### src/rtl/ram_port_arbiter.sv
// ram_port_arbiter: round-robin sharing of one single-ported RAM between the
// instruction-fetch port (read-only) and the load/store port. Each transaction
// issues exactly one RAM command cycle, captures the registered RAM result and
// returns it with an error flag on the owning port's response channel.
//
// state   | meaning
// IDLE    | winning port sees req_ready; accept latches the request
// ISSUE   | RAM command driven for one cycle; error flag resolved
// CAPTURE | RAM registered output taken into the response register
// RESP    | owner's resp_valid held with stable data until resp_ready
module ram_port_arbiter #(
  parameter int DATA_WIDTH = 64,
  parameter int RAM_SIZE   = 12
) (
  input  logic                  clk,
  input  logic                  rst_n,
  input  logic                  if_req_valid_i,
  output logic                  if_req_ready_o,
  input  logic [RAM_SIZE-1:0]   if_addr_i,
  output logic                  if_resp_valid_o,
  input  logic                  if_resp_ready_i,
  output logic [DATA_WIDTH-1:0] if_resp_data_o,
  input  logic                  lsu_req_valid_i,
  output logic                  lsu_req_ready_o,
  input  logic [RAM_SIZE-1:0]   lsu_addr_i,
  input  logic                  lsu_we_i,
  input  logic [2:0]            lsu_memwid_i,
  input  logic [DATA_WIDTH-1:0] lsu_wdata_i,
  output logic                  lsu_resp_valid_o,
  input  logic                  lsu_resp_ready_i,
  output logic [DATA_WIDTH-1:0] lsu_resp_data_o,
  output logic                  lsu_resp_err_o,
  output logic [RAM_SIZE-1:0]   ram_addr_o,
  output logic [1:0]            ram_access_mode_o,
  output logic [2:0]            ram_memwid_o,
  output logic [DATA_WIDTH-1:0] ram_wdata_o,
  input  logic [DATA_WIDTH-1:0] ram_rdata_i,
  input  logic                  ram_illegal_i
);

  typedef enum logic [1:0] {IDLE, ISSUE, CAPTURE, RESP} state_t;

  localparam logic       OWN_IF     = 1'b0;
  localparam logic       OWN_LSU    = 1'b1;
  localparam logic [1:0] MODE_NONE  = 2'd0;
  localparam logic [1:0] MODE_READ  = 2'd1;
  localparam logic [1:0] MODE_WRITE = 2'd2;
  localparam logic [2:0] MW_WU      = 3'b110;

  state_t                state;
  logic                  owner;
  logic                  last_grant;
  logic                  err_pending;
  logic                  err_q;
  logic [DATA_WIDTH-1:0] rdata_q;
  logic                  if_resp_valid_q;
  logic                  lsu_resp_valid_q;
  logic                  lsu_err_q;
  logic [RAM_SIZE-1:0]   addr_q;
  logic [2:0]            memwid_q;
  logic [DATA_WIDTH-1:0] wdata_q;
  logic [1:0]            mode_q;

  logic if_win;
  logic lsu_win;
  logic lsu_bad;
  logic resp_hs;

  // Grant: a lone requester wins; on a tie the port not granted last wins.
  // Ready is masked while reset is asserted so it reads 0 during reset.
  always_comb begin
    if_win          = if_req_valid_i & (~lsu_req_valid_i | (last_grant == OWN_LSU));
    lsu_win         = lsu_req_valid_i & ~if_win;
    if_req_ready_o  = rst_n & (state == IDLE) & if_win;
    lsu_req_ready_o = rst_n & (state == IDLE) & lsu_win;
    // Stores cannot use the unsigned widths; 111 is undefined for any access.
    lsu_bad         = (lsu_we_i & lsu_memwid_i[2]) | (lsu_memwid_i == 3'b111);
    resp_hs         = (if_resp_valid_q & if_resp_ready_i) |
                      (lsu_resp_valid_q & lsu_resp_ready_i);
  end

  assign if_resp_valid_o   = if_resp_valid_q;
  assign lsu_resp_valid_o  = lsu_resp_valid_q;
  assign if_resp_data_o    = rdata_q;
  assign lsu_resp_data_o   = rdata_q;
  assign lsu_resp_err_o    = lsu_err_q;
  assign ram_addr_o        = addr_q;
  assign ram_memwid_o      = memwid_q;
  assign ram_wdata_o       = wdata_q;
  assign ram_access_mode_o = mode_q;

  // Transaction sequencer: accept, one command cycle, capture, respond.
  always_ff @(posedge clk or negedge rst_n) begin
    if (!rst_n) begin
      state            <= IDLE;
      owner            <= OWN_IF;
      last_grant       <= OWN_LSU;
      err_pending      <= 1'b0;
      err_q            <= 1'b0;
      rdata_q          <= '0;
      if_resp_valid_q  <= 1'b0;
      lsu_resp_valid_q <= 1'b0;
      lsu_err_q        <= 1'b0;
      addr_q           <= '0;
      memwid_q         <= '0;
      wdata_q          <= '0;
      mode_q           <= MODE_NONE;
    end else begin
      case (state)
        IDLE: begin
          if (if_win | lsu_win) begin
            owner       <= lsu_win;
            last_grant  <= lsu_win;
            addr_q      <= lsu_win ? lsu_addr_i : if_addr_i;
            memwid_q    <= lsu_win ? lsu_memwid_i : MW_WU;
            wdata_q     <= lsu_win ? lsu_wdata_i : '0;
            err_pending <= lsu_win & lsu_bad;
            // The command is armed here so it is live for exactly the ISSUE cycle.
            if (lsu_win & lsu_bad)       mode_q <= MODE_NONE;
            else if (lsu_win & lsu_we_i) mode_q <= MODE_WRITE;
            else                         mode_q <= MODE_READ;
            state       <= ISSUE;
          end
        end
        ISSUE: begin
          mode_q <= MODE_NONE;
          err_q  <= err_pending | ram_illegal_i;
          state  <= CAPTURE;
        end
        CAPTURE: begin
          if (err_q)                rdata_q <= '0;
          else if (owner == OWN_IF) rdata_q <= {{(DATA_WIDTH-32){1'b0}}, ram_rdata_i[31:0]};
          else                      rdata_q <= ram_rdata_i;
          if_resp_valid_q  <= (owner == OWN_IF);
          lsu_resp_valid_q <= (owner == OWN_LSU);
          lsu_err_q        <= (owner == OWN_LSU) & err_q;
          state            <= RESP;
        end
        RESP: begin
          if (resp_hs) begin
            if_resp_valid_q  <= 1'b0;
            lsu_resp_valid_q <= 1'b0;
            lsu_err_q        <= 1'b0;
            state            <= IDLE;
          end
        end
        default: state <= IDLE;
      endcase
    end
  end

endmodule

### config.mk
export PLATFORM = sky130hd
export DESIGN_NAME = ram_port_arbiter
export DESIGN_NICKNAME = d
export VERILOG_FILES = /design/src/rtl/ram_port_arbiter.sv
export SDC_FILE = /design/constraint.sdc
export NUM_CORES = 1
export LEC_CHECK = 0
export ABC_AREA = 1
export CORE_AREA = 2 2 145 147
export CTS_BUF_LIST = sky130_fd_sc_hd__clkbuf_8
export DETAILED_ROUTE_END_ITERATION = 10
export DIE_AREA = 0 0 147 149
export DONT_BUFFER_PORTS = 1
export PLACE_DENSITY_LB_ADDON = 0.25
export SYNTH_ARGS = -nofsm -noshare
export SYNTH_HDL_FRONTEND = slang
export SYNTH_SLANG_ARGS = --single-unit
### constraint.sdc
create_clock -name clk -period 1.56 [get_ports clk]
set_clock_uncertainty 0.05 [all_clocks]
set_input_delay 0.468 -clock clk [delete_from_list [all_inputs] [get_ports clk]]
set_output_delay 0.468 -clock clk [all_outputs]
set_load 0.01 [all_outputs]
==> flow_summary.yaml, run 1 <==
floorplan:
  die_x_um: 147
  num_rows: 53
  coreArea_mm2: 0.0206
  pin_count: 377
  die-area_mm2: 0.0219
  die_y_um: 149
  initial_core_util_pct: 33.6
sta:
  timing.final.ws_setup_ps: -249
  max-slew-margin-rel_pct: 79.5
  fmax_ghz: 0.553
  timing.final.crit_share_pct: 116
  setup_viol: 48
  min_period_ps: 1810
  tns_ps: -1730
  drv_slew: 0
  hold_viol_final: 154
  worst_pin_slew_ps: 306
  hold_slack_ps: -346
  rsz0062_at_grt: "yes"
job:
  drv_cap: 0
clocking:
  cts_buffer_depth: 2
  numCtsBuffers: 17
  htreeDepth: 4
  cts_tree: "yes"
  cts_sinks: 154
  path_clk_slew_ps: 100
  root_buffer: "clkbuf_8"
  clock_latency_ps: 440
placement:
  dpl.hpwl_mm: 11.9
  routabilityCongestion: 0.721
  dp_slack_ps: -41.2
  port_buffers: 0
global_routing:
  grt.overflow.total: 0
  grt_use_total_pct: 15.7
  grt_pass1_vias: 4776
  grt_max_degree: 157
  grt_pass1_wl_mm: 26.8
  antenna_found_initial: 1
routing:
  wl_per_cell_um: 19.6
  via_per_inst: 4.90
  via_count: 5152
  drt_iter0_drc: 202
  drc: 0
  firstDrtPassIters: 4
  drtAntennaViolNets: 0
  routed_wl_mm: 20.6
setup_path:
  crit_type: "register to output pin"
  cp_max_fo: 2
  r2r-end: "ram_wdata_o[9]"
  worstSetupStartpointType: "register"
  r2r-start: "last_grant"
  end_kind: "output pin"
  critPathArrivalTime_ps: 1290
  ff2ff_path_depth: 10
  worstPathRequired_ps: 1040
  r2r_slack_ps: -90
final_layout:
  syn_to_final_growth_pct: 19.3
  fill_cells: 2083
  utilization_pct: 40.1
  num_antenna_cells: 0
  final_nets: 931
  drive_gt1_share_pct: 24.0
synthesis:
  synth_async_sr_flop_share_pct: 100
  synth_seq_area_share_pct: 55.8
  syn_avg_cell_area_um2: 8.65
  synth-seq-cells: 154
  syn_nets: 967
  yosys.area.top_type_share_pct: 55.4
  synthFlopType: "dfrtp_1"
  yosys_warnings: 0
  synth_area_leader_cell: "dfrtp_1"
  synth_edf_count: 0
  yosysUniqueCellTypes: 19
  synth_cells: 799
  synth_most_common_cell: "nand2_1"
  synth_common_cells: "337 x nand2_1, 153 x dfrtp_1, 76 x buf_4"
  synth_area_mm2: 0.00691
  synthTopCellsByArea: "dfrtp_1 55%, nand2_1 18%, buf_4 8.3%"
power:
  p_per_area_mw_per_mm2: 2210
  peakVddDrop_mv: 0.742
  p_leak_nw: 3.93
outcome:
  violations: "hold timing, setup timing"
  status: "complete, but fails checks"
worst_hold_path:
  hold_class: "input port to async pin"
[power by group]
part | switching (mW) | internal, mW
clock | 1.79 | 1.36
combinational | 3.73 | 3.13
sequential | 2.67 | 5.57
[state kept, by name, summed over array words and instances (netlist names), 2 cells and up]
signal and count:
if_resp_data_o 64, ram_wdata_o 64, ram_addr_o 12, ram_memwid_o 3, ram_access_mode_o 2, state 2
[layer usage]
metal / GRT usage, % / share of wire [%]
met5: 0 / 0
met4: 5.43 / 1.4
met3: 7.22 / 9.0
met2: 26.0 / 50
met1: 18.1 / 39
[worst max path at each step]
stage / from / to
floorplan: lsu_req_valid_i / lsu_req_ready_o
global placement: state[0] / if_req_ready_o
detailed placement: state[0] / if_req_ready_o
CTS: last_grant / if_req_ready_o
global route: state[0] / lsu_req_ready_o
finish: last_grant / if_req_ready_o
[kinds of logic (layout without fill, tap and decap cells)]
family | Yosys count | count (layout) | synth area share [%]
AO/OA/AOI/OAI | 122 | 122 | 8.89
adder cells (fa/ha/maj) | 5 | 5 | 0.905
buffers and inverters | 136 | 110 | 12.8
flip-flops | 154 | 154 | 55.8
AND/OR/NAND/NOR | 382 | 385 | 21.6
[through the flow]
step                      hold WS (ps)  instance area (µm²)  total power, mW  std cells
after detailed placement           126                 6770             12.6        985
after global routing              -414                 8240             19.5       1051
after CTS                         -386                 7260             16.0       1020
after global placement             128                 6770             12.5        985
after floorplan                    122                 6930             12.0        799
final                             -346                 8240             18.3       1051
[worst max-delay path, stage by stage, from the launching register on]
cell and delay (ps):
dfstp_2 570, inv_2 50, nand2_2 70, nand2_4 60
nor2_4 110
[area by class of cell]
class	instances	area, µm²	area share, %
clock buffer	17	234	2.84
clock inverter	15	174	2.11
sequential	154	3860	46.8
timing repair buffer	53	912	11.1
tap	275	344	4.17
inverter	25	114	1.38
multi-input combinational	512	2610	31.6
[placed cells by master, fill, tap and decap left out]
cell / instances
inv_1: 17
or2_2: 1
buf_12: 11
nor2_4: 1
ha_1: 3
nand3_1: 38
bufinv_16: 1
inv_8: 4
dfstp_2: 1
buf_6: 9
buf_16: 2
nand3_4: 1
ha_4: 2
o21ai_0: 47
nand2_8: 6
o21ai_2: 31
buf_8: 3
o21ai_4: 1
clkinv_4: 1
nor2_1: 1
inv_6: 7
nand4_1: 1
clkbuf_8: 17
inv_2: 4
buf_4: 12
dfrtp_1: 149
nand2_2: 37
dfrtp_2: 4
a21oi_4: 1
inv_4: 1
nand2_1: 291
clkinv_8: 3
o21ai_1: 42
nand2_4: 8
clkinv_2: 1
clkinv_1: 1
clkbuf_16: 16
[repair_timing]
| item | 4_1_cts | 5_1_grt |
|---|---|---|
| pin swaps | 3 | 8 |
| gates cloned | 0 | 26 |
| endpoints found under the setup margin | 2 | 158 |
| buffers inserted | 3 | 7 |
| resized for setup | 16 | 121 |
| endpoints found under the hold margin | 154 | 154 |
(Power assumes the default switching activity.)
==> inputs of run 2 (changes only) <==
--- a/config.mk
+++ b/config.mk
@@ -5,12 +5,10 @@
 export SDC_FILE = /design/constraint.sdc
 export NUM_CORES = 1
 export LEC_CHECK = 0
-export ABC_AREA = 1
 export CORE_AREA = 2 2 145 147
 export CTS_BUF_LIST = sky130_fd_sc_hd__clkbuf_8
 export DETAILED_ROUTE_END_ITERATION = 10
 export DIE_AREA = 0 0 147 149
-export DONT_BUFFER_PORTS = 1
 export PLACE_DENSITY_LB_ADDON = 0.25
 export SYNTH_ARGS = -nofsm -noshare
 export SYNTH_HDL_FRONTEND = slang
==> run 2 against run 1 <==
The run ends with setup timing left; register-to-register slack worse by 70 ps; first-iteration DRC count up 38%; critical path depth up 1; power up 17%; clock power down 9.5%; die area unchanged; cell area up 42%; worst hold slack better by 440 ps; critical endpoint unchanged; largest power group is now combinational cells.
==> flow_summary.yaml, run 2 <==
worst_hold_path:
  hold_class: "input port to async pin"
synthesis:
  syn_nets: 654
  synth_area_mm2: 0.00624
  synth_cells: 486
  yosysUniqueCellTypes: 32
  synthTopCellsByArea: "dfrtp_1 61%, a22o_1 18%, buf_4 7.8%"
  synthFlopType: "dfrtp_1"
  yosys.area.top_type_share_pct: 61.4
  synth_seq_area_share_pct: 61.8
  synth-seq-cells: 154
  synth_area_leader_cell: "dfrtp_1"
  syn_avg_cell_area_um2: 12.8
  synth_common_cells: "153 x dfrtp_1, 131 x a22o_1, 65 x buf_4"
  synth_most_common_cell: "dfrtp_1"
  synth_async_sr_flop_share_pct: 100
  yosys_warnings: 0
  synth_edf_count: 0
routing:
  routed_wl_mm: 23.3
  dr_wl_met3_mm: 1.56
  top_layer_used: "met4"
  drc: 0
  wl_per_cell_um: 18.4
  wl_met1_mm: 8.71
  wl_met2_mm: 12.5
  via_per_inst: 4.71
  drtAntennaViolNets: 0
  via_count: 5952
  firstDrtPassIters: 4
  drt_iter0_drc: 278
setup_path:
  path_buf_inv: 2
  max_stage_delay_ps: 400
  slowest_stage: "dfrtp_1"
  cp_max_fo: 3
  worstPathRequired_ps: 1040
  end_kind: "output pin"
  cp_cell_sequence: "inv_2 -> ha_4 -> nand3_2 -> a21oi_2 -> buf_2"
  critPathArrivalTime_ps: 1410
  crit_type: "register to output pin"
  cp_top_family: "flip-flops"
  r2r_slack_ps: -160
  worstSetupStartpointType: "register"
job:
  drv_cap: 0
power:
  p_leak_nw: 5.88
  cellInternalPower_mw: 13.6
  swShare_pct: 36.2
  p_switching_mw: 7.74
  total_power_mw: 21.4
  peakVddDrop_mv: 0.841
  p_per_area_mw_per_mm2: 1830
  power_frac_seq_pct: 30.5
  power_frac_comb_pct: 56.1
  p_clk_share_pct: 13.3
floorplan:
  coreArea_mm2: 0.0206
  pin_count: 377
  die_x_um: 147
  num_rows: 53
  initial_core_util_pct: 30.3
  die_y_um: 149
  die-area_mm2: 0.0219
sta:
  fmax_ghz: 0.518
  timing.final.ws_setup_ps: -369
  setup_viol: 140
  hold_viol_final: 0
  drv_slew: 0
  max-slew-margin-rel_pct: 43.9
  hold_slack_ps: 90.9
  min_period_ps: 1930
  timing.final.crit_share_pct: 124
  worst_pin_slew_ps: 842
  rsz0062_at_grt: "yes"
placement:
  place_area_mm2: 0.0100
  dpl.hpwl_mm: 14.5
  port_buffers: 376
  routabilityCongestion: 0.771
  dp_slack_ps: -790
clocking:
  numCtsBuffers: 17
  cts_buffer_depth: 2
  path_clk_slew_ps: 90
  htreeDepth: 4
  clock_latency_ps: 440
  cts_sinks: 154
  root_buffer: "clkbuf_8"
  cts_tree: "yes"
final_layout:
  utilization_pct: 56.9
  final_area_mm2: 0.0117
  layout_commonest_cell: "clkdlybuf4s50_1"
  syn_to_final_growth_pct: 87.6
  most-common-layout-cells: "160 x clkdlybuf4s50_1, 156 x buf_6, 153 x dfrtp_1"
  drive_gt1_share_pct: 48.7
  final_nets: 1140
global_routing:
  grt_use_total_pct: 19.5
  grt.overflow.total: 0
  grt_pass1_wl_mm: 33.1
  antenna_found_initial: 3
  grt_pass1_vias: 5920
  grt_max_degree: 90
outcome:
  status: "complete, but fails checks"
  violations: "setup timing"
[run 2: changes by cell type after synthesis, sizes merged, moves of 2 or more]
cell | before | now
a21boi | 0 | 2
a21oi | 1 | 29
a22o | 0 | 131
and3 | 0 | 3
clkbuf | 18 | 4
inv | 24 | 7
nand2 | 339 | 15
nand3 | 39 | 2
nor2 | 2 | 23
o21ai | 121 | 6
o22ai | 0 | 2
[run 2: stage by stage]
| stage | setup TNS, ps | std cells |
|---|---|---|
| final | -12850 | 1263 |
| after global routing | -23100 | 1263 |
| after CTS | -11810 | 1210 |
| after detailed placement | -45330 | 1070 |
| after global placement | -40870 | 1070 |
| after floorplan | -9.51 | 486 |
[run 2: final timing paths]
| path | start | to | depth (start not counted) |
|---|---|---|---|
| setup / recovery | state[0] | if_req_ready_o | 5 |
| hold / removal | rst_n | ram_addr_o[2] | 3 |
| setup reg to reg | state[0] | ram_wdata_o[63] | 9 |
| hold reg to reg | owner | if_resp_valid_o | 1 |
| max in group asynchronous | rst_n | if_resp_data_o[25] | 3 |
| min in group clk | owner | if_resp_valid_o | 1 |
[run 2: cells by family (layout without fill, tap and decap cells)]
family / after synthesis / after routing / share of synthesized area (%)
multiplexers: 2 / 2 / 0.341
buffers and inverters: 103 / 602 / 11.2
adder cells (fa/ha/maj): 5 / 5 / 1.00
AO/OA/AOI/OAI: 176 / 176 / 22.5
flip-flops: 154 / 154 / 61.8
AND/OR/NAND/NOR: 46 / 46 / 3.17
other: 0 / 3 / 0
[run 2: area by class of cell]
| type | instances | area (µm²) |
|---|---|---|
| multi-input combinational | 229 | 1910 |
| sequential | 154 | 3850 |
| fill | 1686 | 8860 |
| antenna | 3 | 7.51 |
| timing repair buffer | 563 | 5190 |
| tap | 275 | 344 |
| clock buffer | 17 | 234 |
| clock inverter | 15 | 133 |
| inverter | 7 | 28.8 |
[run 2: worst register-to-register path: cells and delay by family, from the launching register on]
kind                     cells  cell delay [ps]
flip-flops                   1              370
adder cells (fa/ha/maj)      1              180
buffers and inverters        5              640
AO/OA/AOI/OAI                2              290
AND/OR/NAND/NOR              1               90
[run 2: power groups by stage]
stage | logic (mW) | clock network (mW) | registers (mW)
finish | 12.0 | 2.85 | 6.53
global route | 12.7 | 3.12 | 6.71
CTS | 10.5 | 2.95 | 6.41
detailed placement | 9.32 | 0 | 6.60
global placement | 9.16 | 0 | 6.55
floorplan | 3.96 | 0 | 7.05
[run 2: metal layers]
metal  vias to the layer above  global-route usage [%]
met5                         -                       0
met1                      2961                    22.3
met4                         0                    7.31
met2                       265                    35.4
met3                        36                    4.74
li1                       2690                       -
[run 2: what timing repair did]
| action | 4_1_cts | 5_1_grt |
|---|---|---|
| gates cloned | 3 | 8 |
| setup endpoints to repair | 313 | 317 |
| pin swaps | 5 | 19 |
| gates resized for setup | 999 | 92 |
| setup buffers | 105 | 49 |
| hold buffers | 0 | 0 |
